**config.mk**
```make
export PLATFORM = sky130hd
export DESIGN_NAME = mem_addr_sequencer_flat
export DESIGN_NICKNAME = d
export VERILOG_FILES = /design/src/rtl/mem_addr_sequencer_if.sv /design/src/rtl/mem_addr_sequencer.sv /design/src/flat_wrapper.sv
export SDC_FILE = /design/constraint.sdc
export NUM_CORES = 1
export LEC_CHECK = 0
export ABC_AREA = 1
export CAP_MARGIN = 25
export CORE_MARGIN = 2
export CORE_UTILIZATION = 40
export DETAILED_ROUTE_END_ITERATION = 6
export PLACE_DENSITY = 0.76
export SLEW_MARGIN = 10
export SYNTH_ARGS = -nofsm -noshare
export SYNTH_HDL_FRONTEND = slang
export SYNTH_SLANG_ARGS = --single-unit
export TNS_END_PERCENT = 20
```
**constraint.sdc**
```tcl
create_clock -name clk -period 1.8 [get_ports clk]
set_clock_uncertainty 0.05 [all_clocks]
set_input_delay 0.27 -clock clk [delete_from_list [all_inputs] [get_ports clk]]
set_output_delay 0.27 -clock clk [all_outputs]
set_load 0.01 [all_outputs]
```
**src/rtl/mem_addr_sequencer_if.sv**
```systemverilog
// Memory-side bus between the address sequencer and the unified I/D memory.
// The master (sequencer) drives address, request and write strobe; the slave
// (memory) answers with mem_ready to complete the transaction in flight.
//   mem_addr  : transaction address, stable while mem_req is high
//   mem_req   : a transaction is being requested
//   mem_we    : write strobe, 0 for instruction fetches
//   mem_ready : memory completes the current transaction this cycle
interface mem_addr_sequencer_if #(
  parameter int ADDR_WIDTH = 16
);
  logic [ADDR_WIDTH-1:0] mem_addr;
  logic                  mem_req;
  logic                  mem_we;
  logic                  mem_ready;

  modport master (
    output mem_addr,
    output mem_req,
    output mem_we,
    input  mem_ready
  );

  modport slave (
    input  mem_addr,
    input  mem_req,
    input  mem_we,
    output mem_ready
  );
endinterface

```
**src/rtl/mem_addr_sequencer.sv**
```systemverilog
// Purpose: owns the PC and issues one memory transaction at a time (fetch at PC or data at alu_out).
// Latency: request sampled in IDLE -> mem_req next cycle; done pulses the cycle after mem_ready (min 2 cycles).
// Backpressure: BUSY holds address/strobes stable until mem_ready; new requests are ignored while busy.
//
// Ports:
//   clk, rst_n     : clock (rising edge), asynchronous active-low reset
//   fetch_req      : start an instruction fetch at PC (IDLE only, wins over data_req)
//   data_req       : start a data access at alu_out[ADDR_WIDTH-1:0] (IDLE only)
//   data_we        : write flag of the data access, captured with data_req
//   alu_out        : ALU result, used as data address or PC load value
//   jump_target    : PC load value for pc_src = 2'b10
//   pc_src         : 00 PC+PC_INC, 01 alu_out, 10 jump_target, 11 hold
//   pc_write       : load PC from pc_src this cycle (any state)
//   mem            : memory bus (master side)
//   iord           : 0 = current/last transaction is a fetch, 1 = data access
//   busy           : a transaction is in flight
//   done           : one-cycle completion pulse
//   pc_out         : current PC register
//   timeout_err    : one-cycle pulse when a transaction is abandoned
//
// Optional feature macro: ADDR_TIMEOUT_EN
//   defined   : a transaction waiting TIMEOUT_CYCLES BUSY cycles without mem_ready
//               is dropped with a timeout_err pulse (no done, no PC increment)
//   undefined : BUSY waits indefinitely and timeout_err is constant 0
module mem_addr_sequencer #(
  parameter int ADDR_WIDTH     = 16,
  parameter int DATA_WIDTH     = 32,
  parameter int PC_INC         = 1,
  parameter int RESET_PC       = 0,
  parameter int TIMEOUT_CYCLES = 16
) (
  input  logic                   clk,
  input  logic                   rst_n,
  input  logic                   fetch_req,
  input  logic                   data_req,
  input  logic                   data_we,
  input  logic [DATA_WIDTH-1:0]  alu_out,
  input  logic [ADDR_WIDTH-1:0]  jump_target,
  input  logic [1:0]             pc_src,
  input  logic                   pc_write,
  mem_addr_sequencer_if.master   mem,
  output logic                   iord,
  output logic                   busy,
  output logic                   done,
  output logic [ADDR_WIDTH-1:0]  pc_out,
  output logic                   timeout_err
);

  typedef enum logic {
    ST_IDLE = 1'b0,
    ST_BUSY = 1'b1
  } state_t;

  localparam logic [ADDR_WIDTH-1:0] PC_RST  = ADDR_WIDTH'(RESET_PC);
  localparam logic [ADDR_WIDTH-1:0] PC_STEP = ADDR_WIDTH'(PC_INC);

  state_t                state_q, state_d;
  logic [ADDR_WIDTH-1:0] addr_q,  addr_d;
  logic                  req_q,   req_d;
  logic                  we_q,    we_d;
  logic                  iord_q,  iord_d;
  logic                  busy_q,  busy_d;
  logic                  done_q,  done_d;
  logic [ADDR_WIDTH-1:0] pc_q,    pc_d;
  logic                  terr_q,  terr_d;

  // Only the low address bits of the ALU result ever reach the bus or the PC.
  logic [ADDR_WIDTH-1:0] alu_addr;
  logic                  unused_alu_hi;
  assign alu_addr      = alu_out[ADDR_WIDTH-1:0];
  assign unused_alu_hi = ^alu_out[DATA_WIDTH-1:ADDR_WIDTH];

  // Asserted in the BUSY cycle where a fetch is accepted by memory.
  logic fetch_done;

`ifdef ADDR_TIMEOUT_EN
  localparam int CNT_W = $clog2(TIMEOUT_CYCLES + 1);
  localparam logic [CNT_W-1:0] CNT_LAST = CNT_W'(TIMEOUT_CYCLES - 1);

  logic [CNT_W-1:0] cnt_q, cnt_d;
  logic             expire;

  // The counter holds the number of BUSY cycles already spent without
  // mem_ready; the cycle in which it would reach the limit is the last one.
  assign expire = (state_q == ST_BUSY) && !mem.mem_ready && (cnt_q == CNT_LAST);

  always_comb begin
    cnt_d = cnt_q;
    if (state_q == ST_IDLE) begin
      cnt_d = '0;
    end else if (!mem.mem_ready) begin
      cnt_d = cnt_q + CNT_W'(1);
    end
  end

  always_ff @(posedge clk or negedge rst_n) begin
    if (!rst_n) begin
      cnt_q <= '0;
    end else begin
      cnt_q <= cnt_d;
    end
  end
`else
  logic expire;
  logic unused_timeout_cfg;
  assign expire             = 1'b0;
  assign unused_timeout_cfg = (TIMEOUT_CYCLES == 0);
`endif

  // Transaction FSM: next state and registered bus outputs.
  always_comb begin
    state_d    = state_q;
    addr_d     = addr_q;
    req_d      = req_q;
    we_d       = we_q;
    iord_d     = iord_q;
    busy_d     = busy_q;
    done_d     = 1'b0;
    terr_d     = 1'b0;
    fetch_done = 1'b0;

    unique case (state_q)
      ST_IDLE: begin
        if (fetch_req) begin
          state_d = ST_BUSY;
          addr_d  = pc_q;
          iord_d  = 1'b0;
          we_d    = 1'b0;
          req_d   = 1'b1;
          busy_d  = 1'b1;
        end else if (data_req) begin
          state_d = ST_BUSY;
          addr_d  = alu_addr;
          iord_d  = 1'b1;
          we_d    = data_we;
          req_d   = 1'b1;
          busy_d  = 1'b1;
        end
      end

      ST_BUSY: begin
        // mem_ready is checked before the timeout so a late acceptance on
        // the limit cycle still completes normally.
        if (mem.mem_ready) begin
          state_d    = ST_IDLE;
          req_d      = 1'b0;
          we_d       = 1'b0;
          busy_d     = 1'b0;
          done_d     = 1'b1;
          fetch_done = !iord_q;
        end else if (expire) begin
          state_d = ST_IDLE;
          req_d   = 1'b0;
          we_d    = 1'b0;
          busy_d  = 1'b0;
          terr_d  = 1'b1;
        end
      end

      default: begin
        state_d = ST_IDLE;
      end
    endcase
  end

  // PC update: an explicit load beats the auto-increment of a completing fetch.
  always_comb begin
    pc_d = pc_q;
    if (pc_write && (pc_src != 2'b11)) begin
      unique case (pc_src)
        2'b00:   pc_d = pc_q + PC_STEP;
        2'b01:   pc_d = alu_addr;
        2'b10:   pc_d = jump_target;
        default: pc_d = pc_q;
      endcase
    end else if (fetch_done) begin
      pc_d = pc_q + PC_STEP;
    end
  end

  always_ff @(posedge clk or negedge rst_n) begin
    if (!rst_n) begin
      state_q <= ST_IDLE;
      addr_q  <= '0;
      req_q   <= 1'b0;
      we_q    <= 1'b0;
      iord_q  <= 1'b0;
      busy_q  <= 1'b0;
      done_q  <= 1'b0;
      pc_q    <= PC_RST;
      terr_q  <= 1'b0;
    end else begin
      state_q <= state_d;
      addr_q  <= addr_d;
      req_q   <= req_d;
      we_q    <= we_d;
      iord_q  <= iord_d;
      busy_q  <= busy_d;
      done_q  <= done_d;
      pc_q    <= pc_d;
      terr_q  <= terr_d;
    end
  end

  assign mem.mem_addr = addr_q;
  assign mem.mem_req  = req_q;
  assign mem.mem_we   = we_q;
  assign iord         = iord_q;
  assign busy         = busy_q;
  assign done         = done_q;
  assign pc_out       = pc_q;
  assign timeout_err  = terr_q;

endmodule

```
**src/flat_wrapper.sv**
```systemverilog
// flat-port wrapper written by rule: the top's interface ports become plain ports
module mem_addr_sequencer_flat 
#(
  parameter int ADDR_WIDTH     = 16,
  parameter int DATA_WIDTH     = 32,
  parameter int PC_INC         = 1,
  parameter int RESET_PC       = 0,
  parameter int TIMEOUT_CYCLES = 16
)
  (clk, rst_n, fetch_req, data_req, data_we, alu_out, jump_target, pc_src, pc_write, iord, busy, done, pc_out, timeout_err, mem_mem_addr, mem_mem_req, mem_mem_we, mem_mem_ready);
  mem_addr_sequencer_if #(.ADDR_WIDTH(ADDR_WIDTH)) mem_i ();
  input  logic clk;
  input  logic rst_n;
  input  logic fetch_req;
  input  logic data_req;
  input  logic data_we;
  input  logic [DATA_WIDTH-1:0] alu_out;
  input  logic [ADDR_WIDTH-1:0] jump_target;
  input  logic [1:0] pc_src;
  input  logic pc_write;
  output logic iord;
  output logic busy;
  output logic done;
  output logic [ADDR_WIDTH-1:0] pc_out;
  output logic timeout_err;
  output wire logic [$bits(mem_i.mem_addr)-1:0] mem_mem_addr;
  output wire logic [$bits(mem_i.mem_req)-1:0] mem_mem_req;
  output wire logic [$bits(mem_i.mem_we)-1:0] mem_mem_we;
  input wire logic [$bits(mem_i.mem_ready)-1:0] mem_mem_ready;
  assign mem_mem_addr = mem_i.mem_addr;
  assign mem_mem_req = mem_i.mem_req;
  assign mem_mem_we = mem_i.mem_we;
  assign mem_i.mem_ready = mem_mem_ready;
  mem_addr_sequencer #(.ADDR_WIDTH(ADDR_WIDTH), .DATA_WIDTH(DATA_WIDTH), .PC_INC(PC_INC), .RESET_PC(RESET_PC), .TIMEOUT_CYCLES(TIMEOUT_CYCLES)) u_core (.clk(clk), .rst_n(rst_n), .fetch_req(fetch_req), .data_req(data_req), .data_we(data_we), .alu_out(alu_out), .jump_target(jump_target), .pc_src(pc_src), .pc_write(pc_write), .mem(mem_i), .iord(iord), .busy(busy), .done(done), .pc_out(pc_out), .timeout_err(timeout_err));
endmodule
```
---- Yosys cells after proc, flatten, opt, wreduce, memory -nomap -nowiden ----
Index checks and enable logic that the tools add are counted.
cells by class
  bitwise logic cells ..................... 1
  shifts and indexed selects .............. 0
  multiply operators ...................... 0
  $add $sub $neg .......................... 1
  equality and inequality tests ........... 6
  $lt $le $gt $ge ......................... 0
  div/mod/pow operators ................... 0
  multiplexer cells ....................... 21
  reductions and logical operators ........ 8
operator list
  operator               number
  $mux 16                4
  $pmux 16 s3            1
  $add 16x1->16 const B  1
  $mux 1                 13
  $pmux 1 s2             3
  $reduce_and 2->1       3
  $ne 2x2->1 const B     2
  $ne 4x4->1 const B     1
  $reduce_bool 2->1      2
  $ne 3x3->1 const B     1
  $eq 2x1->1 const B     1
  $eq 2x2->1 const B     1
  $logic_not 2->1        1
  $logic_and 1x1->1      1
  $logic_not 1->1        1
  $not 1->1              1
storage, ports and cells
  output and inout port bits .............. 38
  register bits ........................... 37
  input port bits ......................... 57
  latch bits .............................. 0
  memories ................................ 0
  bits in writable memories ............... 0
  ROM bits ................................ 0

---- Logic depth before layout (Yosys ltp) ----
  word-level depth ........................ 5
  mapped depth ............................ 11
  depth with buffers taken out ............ 10

---- Worst setup path before layout ----
OpenSTA, ideal clock, no wires.
  path kind ............................... in2reg
  start point ............................. input port pc_src[0]
  end point ............................... register u_core.pc_q[3] (netlist: u_core.pc_out[3])
  library setup time ...................... 0.122 ns
  setup slack ............................. 0.413 ns
  data arrival time ....................... 1.215 ns
  stages .................................. 8
  data required time ...................... 1.628 ns
  path through ............................ inv_1 > ha_1 > inv_2 > nor2_2 > buf_4 > nand2_1 > a21oi_1 > o21ai_1
between the ends
  longest elaborated chain between the ends .. 4
  elaborated cells between the ends (all ways) .. 10
  those cells by class .................... eq/ne: 4; mux: 2; reduce/logical: 4
RTL lines
  what                                                              RTL line                   text
  start, declared                                                   flat_wrapper.sv:19         input logic [1:0] pc_src;
  $ne 2x2->1                                                        mem_addr_sequencer.sv:169  if (pc_write && (pc_src != 2'b11)) begin
  $logic_and 1x1->1                                                 mem_addr_sequencer.sv:169
  $ne 4x4->1 (no source line) or $reduce_bool 2->1 (tied branches)  n/a
  $reduce_and 2->1 (no source line)                                 n/a
  end signal, assigned                                              mem_addr_sequencer.sv:200  pc_q <= pc_d;
  end, declared                                                     mem_addr_sequencer.sv:64   logic [ADDR_WIDTH-1:0] pc_q, pc_d;
Several ways; a longest one is shown, not always the timed one.
A chain may end at the register's enable or synchronous reset.

---- Worst setup path after layout ----
  start point ............................. register u_core.pc_q[2] (netlist: u_core.pc_out[2])
  end point ............................... output port pc_out[2]
RTL lines
  what           RTL line            text
  end, declared  flat_wrapper.sv:24  output logic [ADDR_WIDTH-1:0] pc_out;
No word-level cell between the ends.

==> results.toml <==
[run_status]
status = "complete, no violations"

[synth]
syn_area_um2 = 2400
synth-adder-area-share_pct = 2.61
synth_xor_area_share_pct = 1.09
netlist_top_cells_area = "dfrtp_1, nand2_1, nor2_1, a31oi_1, inv_1"
synth_nets = 399
synthMuxAreaShare_pct = 0
synthFlopType = "dfrtp_1"
ys.warnings.count = 0
synth_compound_area_share_pct = 14.2
synth_cell_type_count = 31
yosys-top-cells-count = "nand2_1, dfrtp_1, nor2_1"
yosysSeqAreaShare_pct = 38.6
synth_edf_count = 0
syn_inst = 337
yosys.area.top_type = "dfrtp_1"
synth-seq-cells = 37
yosys.area.top_type_share_pct = 38.6
synth_top_family_by_area = "simple AND/OR/NAND/NOR gates"
synth_simple_gate_area_share_pct = 33.7
async_flop_share_pct = 100
synth_area_per_cell_um2 = 7.12
synth_most_common_cell = "nand2_1"

[floorplanning]
die_area_um2 = 6630
core-area_um2 = 5850
start_util_pct = 41.0
io_pins = 95
die_h_um = 81.5
dieWidth_um = 81.5
fp-row-count = 28

[setup_path]
crit_buf_inv = 1
crit_path_start_kind = "flip-flop"
required_ns = 1.48
cp_slowest_cell = "clkdlybuf4s50_1"
cpPeakStageDelay_ns = 0.60
crit_family = "buffers and inverters"
criticalPathCategory = "flip-flop to output pin"
crit_path_cell_trace = "clkdlybuf4s50_1"
regToRegSetupSlack_ns = 0.27
crit_arrival_ns = 1.41
worstPathMaxFanout = 8
cp-end-kind = "output pin"

[global_route]
grt_max_degree = 38
antenna_found_initial = 0
grtUsageTotal_pct = 21.8
grt_pass1_vias = 2302
grt_pass1_wl_mm = 11.1
overflow = 0

[placed_design]
pre_cts_ws_ns = -0.203
gp_congestion = 0.960
place_inst = 489
portBuffers = 77
place_hpwl_mm = 5.33

[sta]
drv_slew = 0
holdWs_ns = 0.466
min_period_ns = 1.73
setup_ws_ns = 0.0694
period_share_pct = 96.1
rsz0062_at_grt = "no"
fmax_mhz = 578
setup_viol = 0
hold_viol = 0

[power]
switching_share_pct = 39.2
power.share.sequential_pct = 36.0
clkPwrFrac_pct = 16.6
power.density_nw_per_um2 = 1330
switching_power_mw = 1.81
intPower_mw = 2.80
irDropWorstVdd_uv = 592
p_leak_nw = 1.57
pwr-share-comb_pct = 47.4
finalPower_mw = 4.61

[cells_and_area]
fillers = 519
multi_input_area_um2 = 1250
regArea_um2 = 926
fin_nets = 484
drive_above_1_share_pct = 12.1
syn2layout_area_growth_pct = 44.1
antennaDiodeCount = 0
final_cells = 498

[clock_network]
cts_tree = "yes"
cts_setup_buffers = 0
clk_pin_slew_ns = 0.07
numCtsBuffers = 5
root_buffer = "clkbuf_8"
clk_latency_ns = 0.29
clock-sinks = 37
ctsLongestPathBuffers = 2
cts_max_level = 2

[detailed_routing]
viasPerCell = 5.03
drc = 0
drt_iter0_drc = 160
wl_met1_mm = 3.00
drt_pass1_iterations = 5
detail_route.wl_per_cell_um = 14.0
wirelength_mm = 6.99
route.met2.wl_mm = 3.49
drtAntennaViolNets = 0
top_layer_used = "met4"
wl_met3_um = 377
num_vias = 2506

[min_path]
hp-class = "flip-flop to flip-flop"

[run]
max_cap_viol_count = 0
-- sequential cells by signal, summed over array words and instances, names as in the netlist --
signal and cells:
u_core.mem.mem_addr 16, u_core.pc_out 16, u_core.done 1, u_core.iord 1, u_core.mem.mem_req 1, u_core.mem.mem_we 1
u_core.state_q 1
-- cells by family (layout without fill, tap and decap cells) --
| kind of cell | after synthesis | count (layout) |
|---|---|---|
| xor gates and xnor gates | 3 | 3 |
| buffers and inverters | 46 | 132 |
| and+or+nand+nor | 188 | 188 |
| adders and majority gates | 5 | 5 |
| AOI/OAI and AO/OA | 57 | 57 |
| DFF | 37 | 37 |
| other | 1 | 1 |
-- final cells by class --
class	count	share of cell area, %
clock inverters	2	1.09
clock buffers	6	2.39
repair buffers	94	27.4
well taps	75	2.71
inverters	30	3.40
multi-input cells	254	36.3
flip-flops and latches	37	26.8
-- routing by layer --
layer | up-vias | global-route usage, %
li1 | 1252 | -
met1 | 1153 | 28.6
met2 | 89 | 37.0
met3 | 12 | 3.30
met4 | 0 | 6.78
met5 | - | 0
-- power by group through the flow --
| stage | Clock, mW | Combinational [mW] | Sequential [mW] |
|---|---|---|---|
| 3_5_place_dp | 0 | 2.18 | 1.66 |
| 5_1_grt | 0.801 | 2.42 | 1.71 |
| 6_report | 0.765 | 2.19 | 1.66 |
| 4_1_cts | 0.773 | 2.19 | 1.65 |
| 3_3_place_gp | 0 | 2.13 | 1.65 |
| 2_1_floorplan | 0 | 0.935 | 1.71 |
-- metrics by stage --
step / utilization (%) / instance area, um2 / TNS (ns)
final: 59.1 / 3460 / 0
after global routing: 59.1 / 3460 / 0
after CTS: 58.9 / 3450 / 0
after detailed placement: 56.7 / 3320 / -2.53
after global placement: 56.7 / 3320 / -1.62
after floorplan: - / 2400 / 0
-- repair_timing --
item                                   in CTS  in global routing
gates resized for setup                     0                  1
setup endpoints to repair                   0                  5
endpoints found under the hold margin      37                  0
hold buffers                                1                  0
-- worst paths after layout --
path                                    start                 endpoint  cells after the start
min                        u_core.mem.mem_req       u_core.mem.mem_req                      2
min reg2reg                u_core.mem.mem_req       u_core.mem.mem_req                      2
max in group asynchronous               rst_n         u_core.pc_out[1]                      3
max reg2reg                  u_core.pc_out[1]        u_core.pc_out[12]                      8
max                          u_core.pc_out[2]                pc_out[2]                      1
min in group asynchronous               rst_n  u_core.mem.mem_addr[12]                      3
-- cells in the final DEF, fill, tap and decap left out, types with 5 or more instances in the layout --
cell,instances
nand3_1,17
o21ai_0,5
a21oi_1,16
nor2_2,6
clkbuf_8,6
nor2_1,31
nand2_1,118
clkdlybuf4s50_1,76
nand2_2,6
buf_4,12
o21ai_1,11
inv_1,24
a31oi_1,18
dfrtp_1,37
No activity file was read; power rests on OpenSTA's default activity.
